File: config.mk
export PLATFORM = sky130hd
export DESIGN_NAME = seq_divider
export DESIGN_NICKNAME = d
export VERILOG_FILES = /design/src/rtl/seq_divider.sv
export SDC_FILE = /design/constraint.sdc
export NUM_CORES = 1
export LEC_CHECK = 0
export CORE_ASPECT_RATIO = 0.7
export CORE_MARGIN = 2
export CORE_UTILIZATION = 59
export CTS_CLUSTER_SIZE = 30
export DETAILED_ROUTE_END_ITERATION = 16
export GPL_ROUTABILITY_DRIVEN = 0
export GPL_TIMING_DRIVEN = 0
export PLACE_DENSITY = 0.85
export SYNTH_ARGS = -nofsm -noshare
export SYNTH_HDL_FRONTEND = slang
export SYNTH_SLANG_ARGS = --single-unit
File: constraint.sdc
create_clock -name clk -period 6.2 [get_ports clk]
set_input_delay 0.93 -clock clk [delete_from_list [all_inputs] [get_ports clk]]
set_output_delay 0.93 -clock clk [all_outputs]
set_load 0.03 [all_outputs]
File: src/rtl/seq_divider.sv
// Sequential restoring divider: one quotient bit per clock.
// Start/done handshake shared with the sequential multiplier.
module seq_divider #(
    parameter int WIDTH = 16
) (
    input  logic             clk,
    input  logic             reset,
    input  logic             start,
    input  logic [WIDTH-1:0] dividend,
    input  logic [WIDTH-1:0] divisor,
    output logic             busy,
    output logic             done,
    output logic [WIDTH-1:0] quotient,
    output logic [WIDTH-1:0] remainder,
    output logic             div_by_zero
);

    localparam int CW = $clog2(WIDTH + 1);
    localparam logic [CW-1:0] CNT_INIT = CW'(WIDTH);
    localparam logic [CW-1:0] CNT_ONE  = CW'(1);

    typedef enum logic [1:0] {
        IDLE,
        DIVIDE,
        DONE
    } state_t;

    state_t state, state_nxt;

    logic [WIDTH:0]   acc, acc_shift, trial, acc_nxt;
    logic [WIDTH-1:0] q_reg, q_nxt, m_reg;
    logic [CW-1:0]    count;
    logic             accept, accept_zero, last_iter;

    // Next-state decode and accept/finish strobes
    always_comb begin
        state_nxt   = state;
        accept      = 1'b0;
        accept_zero = 1'b0;
        last_iter   = 1'b0;
        unique case (state)
            IDLE: begin
                if (start) begin
                    if (divisor == '0) begin
                        accept_zero = 1'b1;
                        state_nxt   = DONE;
                    end else begin
                        accept    = 1'b1;
                        state_nxt = DIVIDE;
                    end
                end
            end
            DIVIDE: begin
                if (count == CNT_ONE) begin
                    last_iter = 1'b1;
                    state_nxt = DONE;
                end
            end
            DONE: state_nxt = IDLE;
            default: state_nxt = IDLE;
        endcase
    end

    // One shift/trial-subtract step of the restoring algorithm
    always_comb begin
        acc_shift = {acc[WIDTH-1:0], q_reg[WIDTH-1]};
        trial     = acc_shift - {1'b0, m_reg};
        acc_nxt   = acc_shift;
        q_nxt     = {q_reg[WIDTH-2:0], 1'b0};
        if (!trial[WIDTH]) begin
            acc_nxt = trial;
            q_nxt   = {q_reg[WIDTH-2:0], 1'b1};
        end
    end

    // State register with registered busy/done flags
    always_ff @(posedge clk or posedge reset) begin
        if (reset) begin
            state <= IDLE;
            busy  <= 1'b0;
            done  <= 1'b0;
        end else begin
            state <= state_nxt;
            busy  <= (state_nxt == DIVIDE);
            done  <= (state_nxt == DONE);
        end
    end

    // Operand capture, iteration and result registers
    always_ff @(posedge clk or posedge reset) begin
        if (reset) begin
            acc         <= '0;
            q_reg       <= '0;
            m_reg       <= '0;
            count       <= '0;
            quotient    <= '0;
            remainder   <= '0;
            div_by_zero <= 1'b0;
        end else if (accept) begin
            acc         <= '0;
            q_reg       <= dividend;
            m_reg       <= divisor;
            count       <= CNT_INIT;
            div_by_zero <= 1'b0;
        end else if (accept_zero) begin
            quotient    <= '1;
            remainder   <= dividend;
            div_by_zero <= 1'b1;
        end else if (state == DIVIDE) begin
            acc   <= acc_nxt;
            q_reg <= q_nxt;
            count <= count - CNT_ONE;
            if (last_iter) begin
                quotient  <= q_nxt;
                remainder <= acc_nxt[WIDTH-1:0];
            end
        end
    end

endmodule
Word level (Yosys, flattened, before mapping)
Index checks and enable logic that the tools add are counted.
{"block": "totals", "output_inout_bits": 35, "wordCells": 57, "regBits": 90, "in_bits": 35}
{"block": "op_classes", "bitwise": 1, "mux": 31, "n_eq_ne": 5, "n_addsub": 2, "reduce_logical": 8}
{"cell": "$mux 16", "count": 13}
{"cell": "$sub 17x16->17", "count": 1}
{"cell": "$logic_not 16->1", "count": 1}
{"cell": "$mux 5", "count": 3}
{"cell": "$mux 1", "count": 11}
{"cell": "$reduce_bool 2->1", "count": 4}
{"cell": "$mux 2", "count": 3}
{"cell": "$eq 5x1->1 const B", "count": 1}
{"cell": "$sub 5x1->5 const B", "count": 1}
{"cell": "$eq 2x1->1 const B", "count": 2}
{"cell": "$pmux 2 s2", "count": 1}
{"cell": "$reduce_and 3->1", "count": 1}
{"cell": "$eq 2x2->1 const B", "count": 1}
{"cell": "$logic_not 2->1", "count": 1}
{"cell": "$ne 2x2->1 const B", "count": 1}
{"cell": "$reduce_and 2->1", "count": 1}
{"cell": "$not 1->1", "count": 1}

Logic depth before layout (Yosys ltp)
Gate-level depths: netlist of run 1.
{"block": "logic_depth", "ltp_word": 6, "ltp_mapped": 12, "mapped_depth_nobuf": 11}

Worst setup path before layout of run 1
OpenSTA, ideal clock, no wires.
{"block": "synth_timing", "kind": "flip-flop to flip-flop", "from": "register q_reg[15]", "to": "register remainder[2]", "required_ns": 6.058, "stages_incl_launch_ff": 13, "arrival_time_ns": 2.631, "setup_time_ns": 0.142, "slack_ns": 3.426, "n_path_buf": 1, "period_less_slack_ns": 2.774, "path_cell_list": "dfrtp_1 inv_1 ha_1 inv_1 fa_1 a21o_1 a221oi_4 a21oi_4 a21boi_4 xnor2_4 buf_6 mux2i_1 o221ai_1"}
{"block": "synth_via", "elab_chain_len": 5}
{"element": "start, declared", "line_no": "31", "source": "logic [WIDTH-1:0] q_reg, q_nxt, m_reg;"}
{"element": "start signal, assigned", "line_no": "101", "source": "q_reg <= dividend;"}
{"element": "start signal, assigned", "line_no": "111", "source": "q_reg <= q_nxt;"}
{"element": "$sub 17x16->17", "line_no": "67", "source": "trial = acc_shift - {1'b0, m_reg};"}
{"element": "$mux 16", "line_no": "70", "source": "if (!trial[WIDTH]) begin"}
{"element": "$mux 16", "line_no": "113", "source": "if (last_iter) begin"}
{"element": "$mux 16", "line_no": "109", "source": "end else if (state == DIVIDE) begin"}
{"element": "$mux 16", "line_no": "105", "source": "end else if (accept_zero) begin"}
{"element": "end signal, assigned", "line_no": "107", "source": "remainder <= dividend;"}
{"element": "end signal, assigned", "line_no": "115", "source": "remainder <= acc_nxt[WIDTH-1:0];"}
{"element": "end, declared", "line_no": "14", "source": "output logic [WIDTH-1:0] remainder,"}
No other way between the ends. The select of a mux whose other input is x is not followed.
A chain may end at the register's enable or synchronous reset.

Worst setup path after layout of run 1
{"block": "layout_timing", "from": "input divisor[3]", "to": "register acc[4]"}
{"block": "layout_via", "elab_chain_len": 6, "elab_cells_between_ends": 11, "cone_classes": "eq/ne: 1; mux: 7; reduce/logical: 3"}
{"element": "start, declared", "line_no": "10", "source": "input logic [WIDTH-1:0] divisor,"}
{"element": "$logic_not 16->1 *", "line_no": "44", "source": "if (divisor == '0) begin"}
{"element": "$mux 1", "line_no": "44"}
{"element": "$mux 1", "line_no": "43", "source": "if (start) begin"}
{"element": "$mux 1", "line_no": "41", "source": "unique case (state)"}
{"element": "$ne 2x2->1 (no source line) or $reduce_bool 2->1 (tied branches)"}
{"element": "$reduce_and 2->1 (no source line)"}
{"element": "end signal, assigned", "line_no": "110", "source": "acc <= acc_nxt;"}
{"element": "end, declared", "line_no": "30", "source": "logic [WIDTH:0] acc, acc_shift, trial, acc_nxt;"}
Mark *: on every way between the ends. The rest lies on a longest branch, timed or not.

==> metrics, run 1 <==
global router's overall resource usage 0.318; kind of critical path in -> reg; Root Buffer clkbuf_16; met2 routed WL 5.99 mm; FMAX between 200 and 300 MHz; layout cells sized above 1 0.0525; core area a little under 0.008 mm^2; cell family with most CP delay simple AND/OR/NAND/NOR gates; fin crit period ~3400 ps; routed vias between 4000 and 5000; final wirelength ~13 mm; Yosys top cell area share 0.469; Post-synth EDFFs 0; I/O pin total 70; Synth cell types 58; wire length on met1 ~6 mm; vias per inst 6.29; Final nets about 660; vias in the first global route roughly 4300; CTS sink cnt 90; cell with the most instances after synthesis nand2_1; hold depth 2; Num CTS Buffers 9; Avg Inst Size Synth between 9 and 10 um^2; initial DRC count between 300 and 400; Max Cap Viol 0; Max Transition Viols Final 0; worst min path class reg -> reg; Hold Violations, Final 0; DRC Markers 0; Post-Syn Instances around 520; clk slew on worst S/H paths ~60 ps; largest cells by area after synthesis dfrtp_1 (47%), nand2_1 (9.4%), o21ai_0 (6.0%); Final ANT Viol Nets 0; Least-Margin Pin Slew around 700 ps; HPWL Detailed between 9 and 10 mm; initial antenna violation count 0; PostCTS Resize Cnt 0; PD cells 693 mW/mm^2; Primary FF master, synth dfrtp_1; # diodes 0; Die Wd ~110 um; Top Metal Used met4; worst path bufs/invs 2; setup violators final 0; Syn Nets about 580; Starting Density 0.611; CP Cell Sequence clkdlybuf4s50_1 -> nor4_1 -> nand4_1 -> and2_0 -> nor2_1 -> clkbuf_1 -> nand2_1 -> o21ai_0; IO buf count 69; yosys warns 0; Routed WL per cell 18.9 um; Worst slew margin 0.536; post-route setup TNS 0 ps; H-tree Lvls 3; # hold bufs at CTS 0; synth cell count leaders nand2_1 (120), dfrtp_1 (90), o21ai_0 (58); #FFs+latches synth 90; critical path arrival approximately 3700 ps; FF-to-FF Start q_reg[15]; Startpoint Class input port; synth-to-layout area growth 23.8%; crit share post-route 0.556; slowest CP cell nor2_1; hold endpoint m_reg[0]; register area share after synthesis 0.469; num rows 27; skew final 4.49 ps; synthesized area a little under 0.005 mm^2; post-CTS setup buffer count 0; unrepaired setup endpoints after global routing false; largest stage delay on the critical path between 500 and 600 ps; ys async rst share 1.00; pin count of the biggest net entering global routing 56; total gr overflow 0; Pleak about 2.7 nW; Peak VDD IR about 0.00043 V; Max Root-Sink Buffers 2; CTS tree done; R2R Setup Slk ~2900 ps; Reg2Reg Depth 12; drt first pass iters 5; Worst setup EP type flop; post-synth top area cell dfrtp_1; Die Y 79.5 um; status finished clean; Worst-Skew Late Latency approximately 350 ps; reg2reg end remainder[3]; global-route wire length before repair approximately 22 mm; die area roughly 0.009 mm^2; min-delay src m_reg[0]; Crit Path Max Fanout 10; Tot Pwr 4.12 mW; metal3 WL roughly 1.2 mm; WP data required 6460 ps
==> layout by cell type, fill, tap and decap left out, types with 3 or more instances in the layout <==
master and instances:
clkinv_2 3, and2_1 3, nand4_1 4, nor2b_1 5
nor4_1 7, nand2_1 120, clkbuf_16 9, nor2_1 21
a21o_1 6, xor2_1 7, nand2b_1 4, o221ai_1 8
a2111oi_0 3, o21ai_0 58, a211oi_1 3, ha_1 18
a21oi_1 11, a31oi_1 4, nor3_1 5, o211ai_1 5
mux2i_1 13, inv_1 24, clkbuf_1 25, xnor2_1 6
clkdlybuf4s50_1 69, a22oi_1 18, dfrtp_1 90, buf_6 3
nand3_1 14
==> where the power goes <==
part	leakage, nW	total (mW)	switching, mW	internal [mW]
clock network	0.149	0.553	0.231	0.322
registers	1.09	1.05	0.187	0.861
logic	1.44	2.52	1.51	1.01
==> metrics by stage <==
stage	worst slack [ps]	util	hold slack, ps	area [um^2]	std cells
after floorplan	2930	-	446	4810	524
after global placement	1610	0.715	466	5620	694
after detailed placement	2470	0.718	478	5650	695
after CTS	2830	0.756	493	5950	711
after global routing	2570	0.756	527	5950	711
final	2750	0.756	494	5950	711
==> worst reg2reg max path, cell delays in order (launching register included) <==
cell and delay (ps):
dfrtp_1 410, inv_1 90, ha_1 190, inv_1 60, fa_1 390, a21o_1 230, a221oi_4 390, a21oi_4 140
a21boi_4 310, xnor2_4 240, buf_6 230, mux2i_1 350, o221ai_1 160
==> layout make-up <==
| cell class | instances | area, um^2 |
|---|---|---|
| fill | 561 | 1920 |
| buffer | 30 | 138 |
| clock buffer | 11 | 243 |
| timing repair buffer | 70 | 718 |
| inverter | 25 | 96.3 |
| multi-input combinational | 379 | 2320 |
| sequential | 90 | 2250 |
| clock inverter | 5 | 53.8 |
| tap | 101 | 126 |
==> worst max-delay path by stage <==
stage	startpoint	end	slack, ps	cells after the start
final	divisor[3]	acc[4]	2750	8
after detailed placement	divisor[3]	acc[4]	2470	8
after global routing	divisor[3]	acc[7]	2570	8
after global placement	reset	m_reg[5]	1610	2
after floorplan	reset	acc[0]	2930	1
after CTS	divisor[3]	acc[4]	2830	8
==> per-layer routing <==
layer | vias to the layer above | track usage
li1 | 2010 | -
met1 | 2189 | 0.452
met2 | 243 | 0.490
met3 | 33 | 0.0668
met4 | 0 | 0.112
met5 | - | 0
==> cell families after synthesis <==
kind of cell,after synthesis,share of synthesized area
AND/OR/NAND/NOR,192,0.173
AO/OA/AOI/OAI,138,0.193
flip-flops,90,0.469
buffers and inverters,55,0.0482
adder cells (fa/ha/maj),19,0.0510
XOR/XNOR,15,0.0351
multiplexers,15,0.0318
(Power assumes the default switching activity.)
==> inputs of run 2 (changes only) <==
CORE_UTILIZATION = 55   (was 59)
PLACE_DENSITY = 0.8   (was 0.85)
clock period = 3.26 ns   (was 6.2 ns; I/O delays follow)
==> run 2 against run 1 <==
Against the previous run: clock skew increased by 6.8 ps; largest cell class unchanged; register-to-register slack got worse by 2800 ps; largest power group unchanged; sequential power increased by 89%; hold slack got worse by 33 ps; via count decreased by 1.7%; cell area increased by 2.3%; sequential cell count unchanged; global-route usage decreased by 2.9 points; total power increased by 100%.
==> metrics, run 2 (synthesized netlist as in run 1, its figures left out) <==
pin count of the biggest net entering global routing 67 (+20%); DRC Markers 0 (unchanged); Startpoint Class flop; routed vias 4400 (-1.7%); post-route setup TNS 0 ps (unchanged); most frequent cells in the layout nand2_1 (120), dfrtp_1 (90), clkdlybuf4s50_1 (69); Least-Margin Pin Slew 653 ps (-32.5 ps); Pleak 2.72 nW (+1.6%); Max Cap Viol 0 (unchanged); drt first pass iters 5 (unchanged); Max Transition Viols Final 0 (unchanged); I/O pin total 70 (unchanged); Worst slew margin 0.553 (+0.0169); core area 0.00848 mm^2 (+7.7%); final wirelength 13.3 mm (-1.1%); worst min path class in -> async; vias in the first global route 4041 (-6.4%); global router's overall resource usage 0.290 (-0.0286); FF-to-FF Start q_reg[15]; most common cell after layout, fill and taps aside nand2_1; WP data required 3520 ps (-2940 ps); total gr overflow 0 (unchanged); Final nets 665 (+0.91%); H-tree Lvls 3 (unchanged); Crit Path Max Fanout 3 (-7); die area 0.00952 mm^2 (+7.0%); Worst setup EP type flop; skew final 11.3 ps (+6.76 ps); CTS tree done; Worst-Skew Late Latency 350 ps (about the same); initial DRC count 414 (+14%); # hold bufs at CTS 0 (unchanged); num rows 28 (+3.7%); Reg2Reg Depth 11 (-1); critical path arrival 3420 ps (-290 ps); post-placement cell count 714 (+2.7%); PD cells 1360 mW/mm^2 (+96%); vias per inst 5.98 (-5.0%); Num CTS Buffers 9 (unchanged); layout cells sized above 1 0.0682 (+0.0157); Root Buffer clkbuf_16; clk slew on worst S/H paths 70 ps (about the same); fin crit period 3150 ps; synth-to-layout area growth 26.7%; IO buf count 69 (unchanged); status finished clean; HPWL Detailed 9.55 mm (+0.33%); Max Root-Sink Buffers 2 (unchanged); Starting Density 0.567 (-0.0437); kind of critical path reg -> reg; setup violators final 0 (unchanged); Die Y 82.2 um (+3.4%); Hold Violations, Final 0 (unchanged); Layout Cells excl Fill 736 (+3.5%); Die Wd 116 um (+3.4%); CTS sink cnt 90 (unchanged); Final ANT Viol Nets 0 (unchanged); reg2reg end acc[12]; global-route wire length before repair 21.0 mm (-5.2%); Peak VDD IR 0.000713 V (+65%); Routed WL per cell 18.1 um (-4.5%); # diodes 0 (unchanged); R2R Setup Slk 110 ps (-2770 ps); FMAX approximately 320 MHz; crit share post-route 0.968; initial antenna violation count 0 (unchanged)
[run 2: cell count changes in the layout (fill, tap and decap cells not counted), sizes merged]
cell      before  now
clkinv         4    2
bufinv         1    3
clkinvlp       0    1
buf            7   13
clkbuf        35   33
inv           25   26
[run 2: worst max path at each step]
| stage | startpoint | end | slack (ps) |
|---|---|---|---|
| floorplan | reset | acc[0] | 440 |
| global route | q_reg[15] | remainder[1] | -30 |
| detailed placement | divisor[11] | acc[3] | -2 |
| finish | q_reg[15] | acc[12] | 110 |
| global placement | reset | acc[4] | -920 |
| CTS | q_reg[15] | remainder[3] | 9 |
[run 2: per-layer routing]
metal,share of wire,wire length (um),up-vias,track usage
li1,-,-,2016,-
met1,0.44,5890,2144,0.422
met2,0.46,6100,215,0.442
met3,0.080,1060,25,0.0613
met4,0.018,235,0,0.0798
met5,0,0,-,0
[run 2: final cells by class]
type                       instances  area (um^2)
fill                             621         2390
clock buffer                       9          225
buffer                            30          141
multi-input combinational        379         2340
tap                              120          150
timing repair buffer              76          763
inverter                          25         96.3
sequential                        90         2250
clock inverter                     7          116
[run 2: worst max-delay path, stage by stage (launching register included)]
cell       delay [ps]
dfrtp_1           410
inv_1              90
ha_1              180
inv_1              60
fa_1              390
a21o_1            220
a221oi_4          390
buf_4             180
a211oi_1           70
a2111oi_0         630
mux2i_1           240
o21ai_0           200
[run 2: power breakdown]
group	total, mW	leakage, nW	switching (mW)	internal (mW)
clock network	1.21	0.166	0.457	0.749
registers	1.98	1.09	0.348	1.64
logic	5.08	1.46	2.95	2.12
[run 2: repair_timing]
item	4_1_cts	5_1_grt
pin swaps	0	2
hold endpoints to repair	0	0
setup endpoints to repair	2	14
resized for setup	1	4
buffers inserted	0	6
[run 2: per-stage QoR]
| stage | utilization | area, um^2 | worst slack [ps] | total power, mW | hold WS [ps] |
|---|---|---|---|---|---|
| floorplan | - | 4810 | 436 | 5.32 | 446 |
| global placement | 0.666 | 5650 | -918 | 6.43 | 466 |
| detailed placement | 0.670 | 5680 | -1.94 | 6.63 | 484 |
| CTS | 0.710 | 6020 | 8.64 | 7.90 | 474 |
| global route | 0.718 | 6090 | -28.4 | 8.77 | 510 |
| finish | 0.718 | 6090 | 105 | 8.27 | 462 |
==> inputs of run 3 (changes only) <==
ABC_AREA = 1   (was unset)
CORE_UTILIZATION = 57   (was 55)
CTS_BUF_LIST = sky130_fd_sc_hd__clkbuf_8   (was unset)
PLACE_DENSITY = 0.81   (was 0.8)
TNS_END_PERCENT = 1   (was unset)
==> run 3 against run 2 <==
Against the previous run: via count increased by 8.0%; largest cell class unchanged; clock skew decreased by 2.2 ps; non-clock buffer count decreased by 15; cell area increased by 4.0%; first-iteration DRC count decreased by 7.0%; die area increased by 4.9%; fmax increased by 31%; sequential cell count unchanged.
==> metrics, run 3 <==
Finished Core Util 0.703 (-0.0147); Hold Violations, Final 0 (unchanged); IO buf count 69 (unchanged); global-route wire length before repair 21.6 mm (+3.0%); Post-synth EDFFs 0 (unchanged); I/O pin total 70 (unchanged); FMAX 415 MHz (+31%); H-tree Lvls 3 (unchanged); kind of critical path reg -> reg; post-synth top area cell dfrtp_1; initial antenna violation count 0 (unchanged); Final ANT Viol Nets 0 (unchanged); synth cell count leaders nand2_1 (241), inv_1 (118), dfrtp_1 (90); DRC Markers 0 (unchanged); fin crit period 2410 ps (-743 ps); worst min path class in -> async; CTS sink cnt 90 (unchanged); worst path bufs/invs 3 (unchanged); Num CTS Buffers 9 (unchanged); most frequent cells in the layout nand2_1 (241), inv_1 (119), dfrtp_1 (90); Worst setup EP type flop; Max Root-Sink Buffers 2 (unchanged); WP data required 3520 ps (about the same); Layout fillers 773 (+24%); Worst-Skew Late Latency 360 ps (about the same); Die Y 84.2 um (+2.4%); Post-Syn Instances 701 (+34%); Worst slew margin 0.610 (+0.0572); # hold bufs at CTS 0 (unchanged); CP Cell Sequence inv_1 -> ha_1 -> inv_1 -> fa_1 -> nand2_1 -> nand2_2 -> nand3_2 -> nand2_2 -> nand2_4 -> nand2_4 -> nand2_4 -> nand2_4 -> buf_12 -> nand2_2 -> nand3_1 -> nand2_1 -> nand2_1; Routed WL per cell 14.5 um (-20%); routed vias 4754 (+8.0%); #FFs+latches synth 90 (unchanged); drt first pass iters 5 (unchanged); Root Buffer clkbuf_8; post-route setup TNS 0 ps (unchanged); synthesized area 0.00524 mm^2 (+8.9%); Starting Density 0.582 (+0.0148); Hold Slack 484 ps (+21.9 ps); most frequent CP cell nand2_4; unrepaired setup endpoints after global routing false; Least-Margin Pin Slew 584 ps (-68.9 ps); critical path arrival 2670 ps (-750 ps); die area 0.00998 mm^2 (+4.9%); Die Wd 119 um (+2.4%); largest stage delay on the critical path 420 ps (-210 ps); status finished clean; cell with the most instances after synthesis nand2_1; skew final 9.08 ps (-2.17 ps); register area share after synthesis 0.430 (-0.0383); synth-to-layout area growth 20.9%; # diodes 0 (unchanged); Avg Inst Size Synth 7.47 um^2 (-19%); global router's overall resource usage 0.273 (-0.0165); slowest CP cell fa_1; Final nets 836 (+26%); num rows 29 (+3.6%); ys async rst share 1.00 (unchanged); most common cell after layout, fill and taps aside nand2_1; largest cells by area after synthesis dfrtp_1 (43%), nand2_1 (17%), inv_1 (8.5%); post-placement cell count 895 (+25%); setup violators final 0 (unchanged); Primary FF master, synth dfrtp_1; post-CTS setup buffer count 0 (unchanged); PostCTS Resize Cnt 0 (-1); layout cells sized above 1 0.0878 (+0.0196); Startpoint Class flop; Crit Path Max Fanout 10 (+7); core area 0.00900 mm^2 (+6.1%); final wirelength 13.2 mm (-0.78%); Syn Nets 755 (+31%); clk slew on worst S/H paths 90 ps (+20 ps); vias in the first global route 4457 (+10%); Yosys top cell area share 0.430 (-0.0383); cell family with most CP delay simple AND/OR/NAND/NOR gates; initial DRC count 385 (-7.0%); pin count of the biggest net entering global routing 58 (-13%); crit share post-route 0.740 (-0.228); CTS tree done; HPWL Detailed 10.4 mm (+9.0%); total gr overflow 0 (unchanged); yosys warns 0 (unchanged); Synth cell types 36 (-38%); Max Transition Viols Final 0 (unchanged); Layout Cells excl Fill 910 (+24%); Max Cap Viol 0 (unchanged); vias per inst 5.22 (-13%)
-- run 3: changes by cell type after synthesis, moves of 7 or more --
cell / delta
clkbuf_1: -20
a22oi_1: -18
a21oi_1: +15
nand3_1: +24
nand2_2: +18
nand3_2: +7
nor2_1: +11
nor4_1: -7
inv_1: +93
mux2i_1: -13
nand2_1: +121
o21ai_0: -21
-- run 3: path summary, 6_finish.rpt --
| kind | end | cells past startpoint | slack (ps) | from |
|---|---|---|---|---|
| min in group clk | remainder[5] | 2 | 490 | remainder[5] |
| worst min-delay path | remainder[13] | 2 | 480 | reset |
| max in group asynchronous | quotient[3] | 3 | 2160 | reset |
| worst max-delay path | remainder[10] | 17 | 850 | q_reg[15] |
| worst max register to register | remainder[10] | 17 | 850 | q_reg[15] |
| worst min register to register | remainder[5] | 2 | 490 | remainder[5] |
-- run 3: cells by family after synthesis --
family,synth area share
fa+ha+maj,0.0468
buf+inv,0.117
xor+xnor,0.0134
compound gates,0.0918
flops,0.430
simple gates,0.300
-- run 3: metal layers --
| layer | vias up | share of wire | GRT usage |
|---|---|---|---|
| li1 | 2337 | - | - |
| met1 | 2233 | 0.46 | 0.394 |
| met2 | 167 | 0.45 | 0.420 |
| met3 | 17 | 0.076 | 0.0679 |
| met4 | 0 | 0.013 | 0.0649 |
| met5 | - | 0 | 0 |
-- run 3: final cells by class --
cell class,count,area [um^2],area share
clock inverter,4,67.6,0.0107
sequential,90,2250,0.356
buffer,21,149,0.0235
tap,124,155,0.0245
inverter,124,468,0.0739
clock buffer,11,151,0.0239
timing repair buffer,70,718,0.113
multi-input combinational,466,2370,0.374
-- run 3: per-stage QoR --
stage | area, um^2 | setup slack [ps]
after floorplan | 5240 | 436
final | 6330 | 848
after global routing | 6330 | 742
after CTS | 6330 | 858
after detailed placement | 6110 | 797
after global placement | 6080 | -848
Power of run 3 is not shown: default switching activity piles up to over one toggle a cycle in this logic, so the estimate is an artifact.
